## config.mk

```make
export PLATFORM = sky130hd
export DESIGN_NAME = seq_slice_adder
export DESIGN_NICKNAME = d
export VERILOG_FILES = /design/src/rtl/seq_slice_adder_pkg.sv /design/src/rtl/seq_slice_adder_slice.sv /design/src/rtl/seq_slice_adder.sv
export SDC_FILE = /design/constraint.sdc
export NUM_CORES = 1
export LEC_CHECK = 0
export BUFFER_PORTS_ARGS = -buffer_cell sky130_fd_sc_hd__buf_4
export CAP_MARGIN = 5
export CORE_MARGIN = 8
export CORE_UTILIZATION = 58
export CTS_CLUSTER_DIAMETER = 100
export CTS_CLUSTER_SIZE = 30
export DETAILED_ROUTE_END_ITERATION = 8
export PLACE_DENSITY_LB_ADDON = 0.1
export SYNTH_ARGS = -nofsm -noshare
export SYNTH_HDL_FRONTEND = slang
export SYNTH_SLANG_ARGS = --single-unit
```

## constraint.sdc

```tcl
create_clock -name clk -period 8.1 [get_ports clk]
set_input_delay 2.025 -clock clk [delete_from_list [all_inputs] [get_ports clk]]
set_output_delay 2.025 -clock clk [all_outputs]
set_load 0.005 [all_outputs]
```

## src/rtl/seq_slice_adder_pkg.sv

```systemverilog
// Shared definitions for the sequential slice adder:
// FSM state encoding and a counter-width helper.
package adder_pkg;

  typedef logic [1:0] state_t;

  localparam state_t ST_IDLE = 2'd0;
  localparam state_t ST_RUN  = 2'd1;
  localparam state_t ST_DONE = 2'd2;

  function automatic int cnt_w(input int n);
    return (n > 1) ? $clog2(n) : 1;
  endfunction

endpackage

```

## src/rtl/seq_slice_adder_slice.sv

```systemverilog
// Combinational SLICE-bit ripple of full-adder cells.
// Also exports the carry into the slice MSB for overflow.
module slice_ripple_adder #(
  parameter int SLICE = 8
) (
  input  logic [SLICE-1:0] i_a,
  input  logic [SLICE-1:0] i_b,
  input  logic             i_c,
  output logic [SLICE-1:0] o_s,
  output logic             o_c_out,
  output logic             o_c_msb_in
);

  logic [SLICE:0] w_c;

  always_comb begin
    w_c    = '0;
    o_s    = '0;
    w_c[0] = i_c;
    for (int i = 0; i < SLICE; i++) begin
      o_s[i]   = i_a[i] ^ i_b[i] ^ w_c[i];
      w_c[i+1] = (i_a[i] & i_b[i]) |
                 (w_c[i] & (i_a[i] ^ i_b[i]));
    end
  end

  assign o_c_out    = w_c[SLICE];
  assign o_c_msb_in = w_c[SLICE-1];

endmodule

```

## src/rtl/seq_slice_adder.sv

```systemverilog
// Multi-cycle add/sub: one SLICE-bit ripple reused NSLICE
// times, LSB first, with valid/ready on both sides.
module seq_slice_adder
  import adder_pkg::*;
#(
  parameter int WIDTH = 32,
  parameter int SLICE = 8
) (
  input  logic             clk,
  input  logic             rst_n,
  input  logic             in_valid,
  output logic             in_ready,
  input  logic [WIDTH-1:0] a,
  input  logic [WIDTH-1:0] b,
  input  logic             cin,
  input  logic             sub,
  output logic             out_valid,
  input  logic             out_ready,
  output logic [WIDTH-1:0] sum,
  output logic             cout,
  output logic             ovf,
  output logic             zero
);

  localparam int NSLICE = WIDTH / SLICE;
  localparam int CW     = cnt_w(NSLICE);
  localparam logic [CW-1:0] K_LAST = CW'(NSLICE - 1);

  if (WIDTH % SLICE != 0) begin : g_bad_slice
    $error("WIDTH must be a multiple of SLICE");
  end

  state_t           r_state;
  logic [CW-1:0]    r_k;
  logic [WIDTH-1:0] r_a;
  logic [WIDTH-1:0] r_b;
  logic             r_c;
  logic [WIDTH-1:0] r_sum;
  logic             r_cout;
  logic             r_ovf;
  logic             r_zero;
  logic             r_in_ready;
  logic             r_out_valid;

  logic [SLICE-1:0] w_s;
  logic             w_co;
  logic             w_cm;
  logic [WIDTH-1:0] w_sum_next;

  slice_ripple_adder #(.SLICE(SLICE)) u_slice (
    .i_a        (r_a[SLICE-1:0]),
    .i_b        (r_b[SLICE-1:0]),
    .i_c        (r_c),
    .o_s        (w_s),
    .o_c_out    (w_co),
    .o_c_msb_in (w_cm)
  );

  // Operands shift down, result fills in from the top.
  assign w_sum_next = (r_sum >> SLICE) |
                      (WIDTH'(w_s) << (WIDTH - SLICE));

  always_ff @(posedge clk) begin
    if (!rst_n) begin
      r_state     <= ST_IDLE;
      r_k         <= '0;
      r_a         <= '0;
      r_b         <= '0;
      r_c         <= 1'b0;
      r_sum       <= '0;
      r_cout      <= 1'b0;
      r_ovf       <= 1'b0;
      r_zero      <= 1'b0;
      r_in_ready  <= 1'b1;
      r_out_valid <= 1'b0;
    end else begin
      unique case (r_state)
        ST_IDLE: begin
          if (in_valid && r_in_ready) begin
            r_a        <= a;
            r_b        <= sub ? ~b : b;
            r_c        <= sub ? ~cin : cin;
            r_k        <= '0;
            r_in_ready <= 1'b0;
            r_state    <= ST_RUN;
          end
        end
        ST_RUN: begin
          r_a   <= r_a >> SLICE;
          r_b   <= r_b >> SLICE;
          r_c   <= w_co;
          r_sum <= w_sum_next;
          if (r_k == K_LAST) begin
            r_cout      <= w_co;
            r_ovf       <= w_cm ^ w_co;
            r_zero      <= (w_sum_next == '0);
            r_out_valid <= 1'b1;
            r_state     <= ST_DONE;
          end else begin
            r_k <= r_k + CW'(1);
          end
        end
        ST_DONE: begin
          if (out_ready) begin
            r_out_valid <= 1'b0;
            r_in_ready  <= 1'b1;
            r_state     <= ST_IDLE;
          end
        end
        default: begin
          r_out_valid <= 1'b0;
          r_in_ready  <= 1'b1;
          r_state     <= ST_IDLE;
        end
      endcase
    end
  end

  assign in_ready  = r_in_ready;
  assign out_valid = r_out_valid;
  assign sum       = r_sum;
  assign cout      = r_cout;
  assign ovf       = r_ovf;
  assign zero      = r_zero;

endmodule
```

==> impl_metrics.json, run 1 <==
{
  "status": "finished clean",
  "ys.flop_type": "dfxtp_1",
  "final_cell_mix": "118 x nand2_1, 110 x buf_4, 106 x dfxtp_1",
  "powerDensity_nw_per_um2": 199,
  "timing.rr.start": "r_a[0]",
  "syn_area_per_cell_sq_um": 9.12,
  "crit_arrival_ns": 4.43,
  "rsz0062_at_grt": "no",
  "core_sq_um": 8090,
  "instances_no_fill": 706,
  "post_cts_buffers": 0,
  "syn-cell-area_sq_um": 4750,
  "nNetsFinal": 675,
  "cp.required_ns": 8.41,
  "drt_wl_total_microns": 11600,
  "path_clk_slew_ns": 0.09,
  "seqCellArea_sq_um": 2120,
  "synth-xor-area-share": 0.0627,
  "antenna_found_initial": 0,
  "layout_commonest_cell": "nand2_1",
  "holdCritStartpoint": "sum[1]",
  "worst_pin_slew_ns": 1.11,
  "dp_cells": 690,
  "r2r-end": "zero",
  "hold_ws_ns": 0.464,
  "end_kind": "register",
  "hold_depth": 2,
  "tns_ns": 0,
  "hold_buffers": 0,
  "grt.total_usage": 0.204,
  "design.die.area_sq_um": 11300,
  "io_pins": 107,
  "start_kind": "register",
  "gp_congestion": 0.774,
  "synth_compound_area_frac": 0.197,
  "drt_first_pass_iters": 9,
  "grt_max_degree": 108,
  "hold_violations": 0,
  "drc_errors": 0,
  "htree_levels": 3,
  "hold_path.class": "reg -> reg",
  "cts_max_path_buffers": 2,
  "fin_crit_sh": 0.509,
  "final_antenna_net_count": 0,
  "power.leakage_nw": 2.55,
  "port_buffers": 106,
  "insertedDiodeCount": 0,
  "drt_iter0_drc": 362,
  "maxSlewViolCount": 0,
  "synth_top_family_by_area": "simple AND/OR/NAND/NOR gates",
  "crit_path_max_fanout": 2,
  "area_growth_pct": 20.7,
  "dpl.hpwl_microns": 7960,
  "yosys.cell_types.count": 34,
  "die_w_microns": 107,
  "timing.slew.headroom": 0.260,
  "fmax_mhz": 243,
  "yosysWarnings": 0,
  "grt_pass1_vias": 3978,
  "detail_route.wl_per_cell_microns": 16.4,
  "vdd_drop_max_mv": 0.105,
  "syn-num-nets": 600,
  "fin_skew_ns": 0.00931,
  "finalCriticalPeriod_ns": 4.12,
  "postCtsResizedCells": 0,
  "synth-simple-area-share": 0.206,
  "netlist_instances": 521,
  "grt_overflow_total": 0,
  "synth_edf_count": 0,
  "timing.reg2reg.setup_slack_ns": 3.98,
  "synthMuxAreaShare": 0,
  "cts_buffers": 9,
  "cts_root_buffer": "clkbuf_8",
  "ys_seq_area_frac": 0.447,
  "grt_pass1_wl_microns": 19100,
  "async_flop_share": 0,
  "drive_gt1_frac": 0.216,
  "worstHoldEndpoint": "sum[1]",
  "critPathKind": "reg -> reg",
  "cts_tree": "done",
  "fill_cells": 668,
  "reg2regPathDepth": 15,
  "dr_total_vias": 4017,
  "setup_viol": 0,
  "multi_input_comb_area_sq_um": 2410,
  "max_cap_violations": 0,
  "chipHeight_microns": 107,
  "clk_latency_ns": 0.36,
  "synth-seq-cells": 106,
  "rows": 33,
  "cts.sinks": 106,
  "vias_per_cell": 5.69,
  "synthAdderAreaFrac": 0.0363,
  "start_util": 0.587
}
cells by family after synthesis:
kind of cell,after synthesis
simple gates,209
compound gates,110
flops,106
buf+inv,53
xor+xnor,34
fa+ha+maj,9
cells in the mapped netlist (8+ instances only):
| cell | instances | area share |
|---|---|---|
| nand2_1 | 118 | 0.093 |
| dfxtp_1 | 106 | 0.45 |
| nor2b_1 | 42 | 0.055 |
| xor2_1 | 33 | 0.061 |
| o211a_1 | 27 | 0.057 |
| nand3_1 | 25 | 0.026 |
| a222oi_1 | 24 | 0.051 |
| buf_2 | 23 | 0.024 |
| a21boi_1 | 21 | 0.033 |
| clkbuf_1 | 18 | 0.014 |
| a22oi_1 | 16 | 0.025 |
| a21boi_0 | 13 | 0.021 |
| fa_1 | 8 | 0.034 |
stage by stage:
step | util | worst slack, ns | instance area (sq um) | total power [mW]
after CTS | 0.709 | 3.98 | 5740 | 1.15
after global routing | 0.709 | 3.81 | 5740 | 1.20
after floorplan | - | 4.19 | 4750 | 0.720
final | 0.709 | 3.98 | 5740 | 1.14
after detailed placement | 0.681 | 4.01 | 5510 | 0.788
after global placement | 0.681 | 4.09 | 5510 | 0.782
report_power, final:
group / internal [mW] / total, mW / switching, mW
clock network: 0.183 / 0.362 / 0.179
logic: 0.0929 / 0.196 / 0.103
registers: 0.555 / 0.582 / 0.0262
total: 0.832 / 1.14 / 0.308
final cells by class:
cell class | instances | area share
inverter | 7 | 0.00458
clock inverter | 6 | 0.0155
clock buffer | 10 | 0.0240
timing repair buffer | 110 | 0.144
tap | 105 | 0.0229
multi-input combinational | 362 | 0.419
sequential | 106 | 0.370
sequential cells by signal (all words and copies together) (netlist names):
register / flops
out_valid: 1
in_ready: 1
r_k: 2
r_state: 2
r_b: 32
cout: 1
ovf: 1
sum: 32
r_a: 32
zero: 1
r_c: 1
critical path: stages, from the launching register on:
cell and delay, ns:
dfxtp_1 0.34, fa_1 0.44, fa_1 0.40, fa_1 0.40, fa_1 0.37, inv_1 0.09, fa_1 0.16, inv_1 0.05
fa_1 0.37, fa_1 0.40, inv_1 0.09, fa_1 0.17, nor4bb_1 0.27, nand4_1 0.13, nor4_1 0.26, a31o_1 0.13
layer usage:
metal  routed length (microns)  global-route usage
met4                       123              0.0744
met1                      5030               0.261
met3                       751              0.0436
met5                         0                   0
met2                      5680               0.331
worst max-delay path by stage:
stage / to / cells past startpoint / slack [ns] / start
floorplan: zero / 15 / 4.19 / r_a[0]
global placement: zero / 15 / 4.09 / r_a[0]
detailed placement: zero / 15 / 4.01 / r_a[0]
CTS: zero / 15 / 3.98 / r_a[0]
global route: zero / 15 / 3.81 / r_a[0]
finish: zero / 15 / 3.98 / r_a[0]
Note: power is estimated with default switching activity, not from simulation.
==> run 2, diff against run 1 <==
--- a/config.mk
+++ b/config.mk
@@ -5,10 +5,11 @@
 export SDC_FILE = /design/constraint.sdc
 export NUM_CORES = 1
 export LEC_CHECK = 0
+export ABC_AREA = 1
 export BUFFER_PORTS_ARGS = -buffer_cell sky130_fd_sc_hd__buf_4
 export CAP_MARGIN = 5
 export CORE_MARGIN = 8
-export CORE_UTILIZATION = 58
+export CORE_UTILIZATION = 48
 export CTS_CLUSTER_DIAMETER = 100
 export CTS_CLUSTER_SIZE = 30
 export DETAILED_ROUTE_END_ITERATION = 8
==> constraint.sdc (replaced) <==
create_clock -name clk -period 3.5 [get_ports clk]
set_input_delay 0.875 -clock clk [delete_from_list [all_inputs] [get_ports clk]]
set_output_delay 0.875 -clock clk [all_outputs]
set_load 0.005 [all_outputs]
==> impl_metrics.json, run 2 <==
{
  "status": "complete, but fails checks",
  "violations": "negative setup slack",
  "synth.top_cells.by_area": "dfxtp_1 46%, nand2_1 9.6%, nor2_1 8.1%",
  "drc_errors": 0,
  "seqCellArea_sq_um": 2120,
  "cp.required_ns": 3.73,
  "synth_common_cells": "118 x nand2_1, 106 x dfxtp_1, 100 x nor2_1, 63 x o21ai_0, 49 x a21oi_1",
  "multi_input_comb_area_sq_um": 2220,
  "final_cell_mix": "118 x nand2_1, 114 x buf_4, 105 x dfxtp_1",
  "netlist_instances": 599,
  "design.die.area_sq_um": 13000,
  "grt_pass1_vias": 3954,
  "powerDensity_nw_per_um2": 477,
  "holdCritStartpoint": "out_valid",
  "cts_max_path_buffers": 2,
  "async_flop_share": 0,
  "grt.total_usage": 0.171,
  "vias_per_cell": 4.88,
  "ys.flop_type": "dfxtp_1",
  "ys_seq_area_frac": 0.459,
  "cts_tree": "done",
  "port_buffers": 106,
  "drt_iter0_drc": 241,
  "worst_slack_ns": -0.228,
  "cts_buffers": 9,
  "io_pins": 107,
  "syn_area_per_cell_sq_um": 7.72,
  "drive_gt1_frac": 0.223,
  "worst_pin_slew_ns": 1.04,
  "syn-cell-area_sq_um": 4630,
  "synth-seq-cells": 106,
  "htree_levels": 3,
  "crit_arrival_ns": 3.96,
  "grt_max_degree": 63,
  "nNetsFinal": 761,
  "reg2regPathDepth": 17,
  "finish.instance_area_sq_um": 5620,
  "final_antenna_net_count": 0,
  "syn-num-nets": 678,
  "drt_wl_total_microns": 10800,
  "drt_first_pass_iters": 5,
  "max_cap_violations": 0,
  "gp_congestion": 0.766,
  "hold_path.class": "reg -> reg",
  "grt_pass1_wl_microns": 18100,
  "cts_root_buffer": "clkbuf_8",
  "placed_area_sq_um": 5420,
  "path_clk_slew_ns": 0.09,
  "synth_top_area_share": 0.459,
  "synth_edf_count": 0,
  "dr_total_vias": 4002,
  "synth.most_common_cell": "nand2_1",
  "detail_route.wl_per_cell_microns": 13.2,
  "timing.rr.start": "r_a[0]",
  "dpl.hpwl_microns": 7630,
  "hold_ws_ns": 0.469,
  "hold_violations": 0,
  "yosysTopAreaCell": "dfxtp_1",
  "worstHoldEndpoint": "out_valid",
  "fmax_mhz": 268,
  "start_kind": "register",
  "maxSlewViolCount": 0,
  "power.leakage_nw": 2.35,
  "end_kind": "register",
  "crit_start": "r_a[0]",
  "place_worst_setup_slack_ns": -0.279,
  "insertedDiodeCount": 0,
  "chipHeight_microns": 114,
  "fin_skew_ns": 0.00695,
  "r2r-end": "zero",
  "final_core_util": 0.588,
  "setup_viol": 2,
  "yosys.cell_types.count": 23,
  "start_util": 0.484,
  "antenna_found_initial": 0,
  "rows": 36,
  "vdd_drop_max_mv": 0.219,
  "clk_latency_ns": 0.37,
  "crit_path_max_fanout": 2,
  "power_mw": 2.68,
  "die_w_microns": 114,
  "fin_crit_sh": 1.07,
  "yosysWarnings": 0,
  "cts.sinks": 106,
  "hold_depth": 2,
  "grt_overflow_total": 0,
  "timing.reg2reg.setup_slack_ns": -0.23,
  "layout_commonest_cell": "nand2_1",
  "rsz0062_at_grt": "yes",
  "timing.slew.headroom": 0.303,
  "area_growth_pct": 21.4,
  "critPathKind": "reg -> reg",
  "core_sq_um": 9550,
  "finalCriticalPeriod_ns": 3.73,
  "fill_cells": 944
}
## run 2: logic make-up (layout without fill, tap and decap cells)
| group | count (synthesis) | count (layout) | share of synthesized area |
|---|---|---|---|
| flops | 106 | 106 | 0.459 |
| xor+xnor | 34 | 34 | 0.0644 |
| fa+ha+maj | 9 | 9 | 0.0373 |
| simple gates | 229 | 229 | 0.192 |
| compound gates | 161 | 161 | 0.183 |
| buf+inv | 60 | 148 | 0.0655 |
## run 2: repair_timing
action / CTS / global route
buffers inserted: 0 / 1
pin swaps: 2 / 3
endpoints found under the setup margin: 1 / 4
gates resized for setup: 4 / 3
hold buffers: 0 / 0
## run 2: final cells by class
class / instances / area share
multi-input combinational: 433 / 0.396
sequential: 106 / 0.378
timing repair buffer: 114 / 0.152
tap: 133 / 0.0296
clock buffer: 11 / 0.0252
inverter: 18 / 0.0120
clock inverter: 5 / 0.00691
## run 2: worst max-delay path, cell delays in order (launching register included)
cell and delay, ns:
dfxtp_2 0.35, fa_2 0.39, fa_2 0.34, fa_2 0.35, fa_2 0.34, inv_2 0.06, fa_1 0.15, inv_1 0.05
fa_2 0.33, fa_2 0.35, inv_2 0.06, fa_2 0.44, inv_2 0.06, nor3_1 0.04, nand3_1 0.08, nor2_1 0.05
nor2_1 0.10, nor2_1 0.05
## run 2: per-stage QoR
| stage | TNS [ns] | cells |
|---|---|---|
| after global placement | -0.219 | 803 |
| after CTS | -0.206 | 819 |
| after floorplan | -0.112 | 599 |
| final | -0.262 | 820 |
| after detailed placement | -0.279 | 803 |
| after global routing | -0.500 | 820 |
## run 2: worst max path at each step
stage,endpoint,slack [ns]
2_1_floorplan,zero,-0.11
3_3_place_gp,zero,-0.22
3_5_place_dp,zero,-0.28
4_1_cts,zero,-0.21
5_1_grt,zero,-0.37
6_report,zero,-0.23
## run 2: power breakdown
group / internal (mW) / leakage, nW / switching, mW
clock network: 0.282 / 0.0899 / 0.408
registers: 1.33 / 0.874 / 0.0806
logic: 0.261 / 1.39 / 0.316
total: 1.87 / 2.35 / 0.805
## run 2: layer usage
layer,up-vias,share of wire,track usage
li1,2108,-,-
met1,1799,0.43,0.196
met2,91,0.50,0.297
met3,4,0.061,0.0601
met4,0,0.0063,0.0382
met5,-,0,0
==> run 3, diff against run 2 <==
--- a/config.mk
+++ b/config.mk
@@ -14,6 +14,7 @@
 export CTS_CLUSTER_SIZE = 30
 export DETAILED_ROUTE_END_ITERATION = 8
 export PLACE_DENSITY_LB_ADDON = 0.1
+export SETUP_SLACK_MARGIN = 0.15
 export SYNTH_ARGS = -nofsm -noshare
 export SYNTH_HDL_FRONTEND = slang
 export SYNTH_SLANG_ARGS = --single-unit
==> impl_metrics.json, run 3 (synthesis results as in run 2) <==
{
  "timing.slew.headroom": 0.288,
  "final_antenna_net_count": 0,
  "drt_first_pass_iters": 4,
  "slowest_stage": "fa_2",
  "port_buffers": 106,
  "place_worst_setup_slack_ns": -0.279,
  "grt_max_degree": 63,
  "hold_path.class": "reg -> reg",
  "fmax_mhz": 267,
  "core_sq_um": 9550,
  "vdd_drop_max_mv": 0.222,
  "end_kind": "register",
  "cts_buffers": 9,
  "drt_iter0_drc": 267,
  "grt.total_usage": 0.171,
  "chipHeight_microns": 114,
  "setup_viol": 2,
  "drive_gt1_frac": 0.226,
  "fin_crit_sh": 1.07,
  "powerDensity_nw_per_um2": 476,
  "path_buf_inv": 4,
  "dpl.hpwl_microns": 7630,
  "maxSlewViolCount": 0,
  "design.die.area_sq_um": 13000,
  "multi_input_comb_area_sq_um": 2230,
  "cts_max_path_buffers": 2,
  "finalCriticalPeriod_ns": 3.74,
  "power.leakage_nw": 2.35,
  "violations": "negative setup slack",
  "worst_slack_ns": -0.239,
  "status": "complete, but fails checks",
  "path_clk_slew_ns": 0.09,
  "critPathKind": "reg -> reg",
  "insertedDiodeCount": 0,
  "crit_family": "adder cells",
  "cp_slowest_stage_delay_ns": 0.45,
  "gp_congestion": 0.766,
  "antenna_found_initial": 0,
  "crit_start": "r_a[0]",
  "rsz0062_at_grt": "yes",
  "grt_overflow_total": 0,
  "hold_buffers": 0,
  "crit_arrival_ns": 3.97,
  "fin_skew_ns": 0.00682,
  "die_w_microns": 114,
  "start_util": 0.484,
  "dr_total_vias": 4009,
  "vias_per_cell": 4.89,
  "cts_root_buffer": "clkbuf_8",
  "crit_path_max_fanout": 2,
  "nNetsFinal": 761,
  "hold_violations": 0,
  "layout_commonest_cell": "nand2_1",
  "cp.required_ns": 3.73,
  "seqCellArea_sq_um": 2120,
  "cp_common_cell": "fa_2",
  "area_growth_pct": 21.7,
  "start_kind": "register",
  "drc_errors": 0,
  "cts_tree": "done",
  "power_mw": 2.68,
  "cts.sinks": 106,
  "worst_pin_slew_ns": 1.07,
  "grt_pass1_vias": 3960,
  "max_cap_violations": 0,
  "grt_pass1_wl_microns": 18100,
  "drt_wl_total_microns": 10900,
  "htree_levels": 3,
  "io_pins": 107,
  "holdCritStartpoint": "out_valid",
  "final_cell_mix": "118 x nand2_1, 113 x buf_4, 105 x dfxtp_1",
  "fill_cells": 942,
  "timing.rr.start": "r_a[0]",
  "clk_latency_ns": 0.37,
  "worstPathCellList": "fa_2 -> fa_2 -> fa_2 -> fa_2 -> inv_2 -> fa_1 -> inv_1 -> fa_2 -> fa_2 -> inv_2 -> fa_2 -> inv_2 -> nor3_1 -> nand3_1 -> nor2_1 -> nor2_1 -> nor2_1",
  "detail_route.wl_per_cell_microns": 13.3,
  "rows": 36
}
[run 3: layout make-up]
class                   instances  area share
clock buffers                  11      0.0251
inverters                      18      0.0120
clock inverters                 5     0.00689
well taps                     133      0.0295
multi-input cells             433       0.397
flip-flops and latches        106       0.377
repair buffers                114       0.153
[run 3: repair_timing]
action / 4_1_cts / 5_1_grt
pin swaps: 5 / 0
cloned: 0 / 0
hold endpoints to repair: 0 / 0
buffers inserted: 0 / 1
resized for setup: 6 / 4
setup endpoints to repair: 4 / 4
[run 3: worst paths after layout]
| kind | to | slack, ns | cells after the start |
|---|---|---|---|
| setup / recovery | zero | -0.24 | 17 |
| hold reg to reg | out_valid | 0.47 | 2 |
| setup reg to reg | zero | -0.24 | 17 |
| hold / removal | out_valid | 0.47 | 2 |
[run 3: per-layer routing]
metal | up-vias | part of all wire | global-route usage
li1 | 2106 | - | -
met1 | 1812 | 0.43 | 0.195
met2 | 85 | 0.50 | 0.298
met3 | 6 | 0.059 | 0.0601
met4 | 0 | 0.0084 | 0.0382
met5 | - | 0 | 0
[run 3: report_power, final]
part	switching, mW	internal (mW)	total, mW
registers	0.0810	1.33	1.41
logic	0.319	0.262	0.581
clock network	0.410	0.282	0.693
total	0.810	1.87	2.68
[run 3: worst reg2reg max path: cells and delay by family, from the launching register on]
| family | cells | cell delay [ns] |
|---|---|---|
| adders and majority gates | 8 | 2.72 |
| buffers and inverters | 4 | 0.24 |
| DFF | 1 | 0.35 |
| and+or+nand+nor | 5 | 0.31 |
[run 3: through the flow]
| step | hold slack, ns | std cells | setup TNS, ns | cell area, sq um | utilization |
|---|---|---|---|---|---|
| 6_report | 0.469 | 820 | -0.278 | 5630 | 0.590 |
| 5_1_grt | 0.495 | 820 | -0.544 | 5630 | 0.590 |
| 4_1_cts | 0.473 | 819 | -0.208 | 5610 | 0.587 |
| 3_5_place_dp | 0.457 | 803 | -0.279 | 5420 | 0.567 |
| 3_3_place_gp | 0.451 | 803 | -0.219 | 5420 | 0.567 |
| 2_1_floorplan | 0.443 | 599 | -0.112 | 4640 | - |
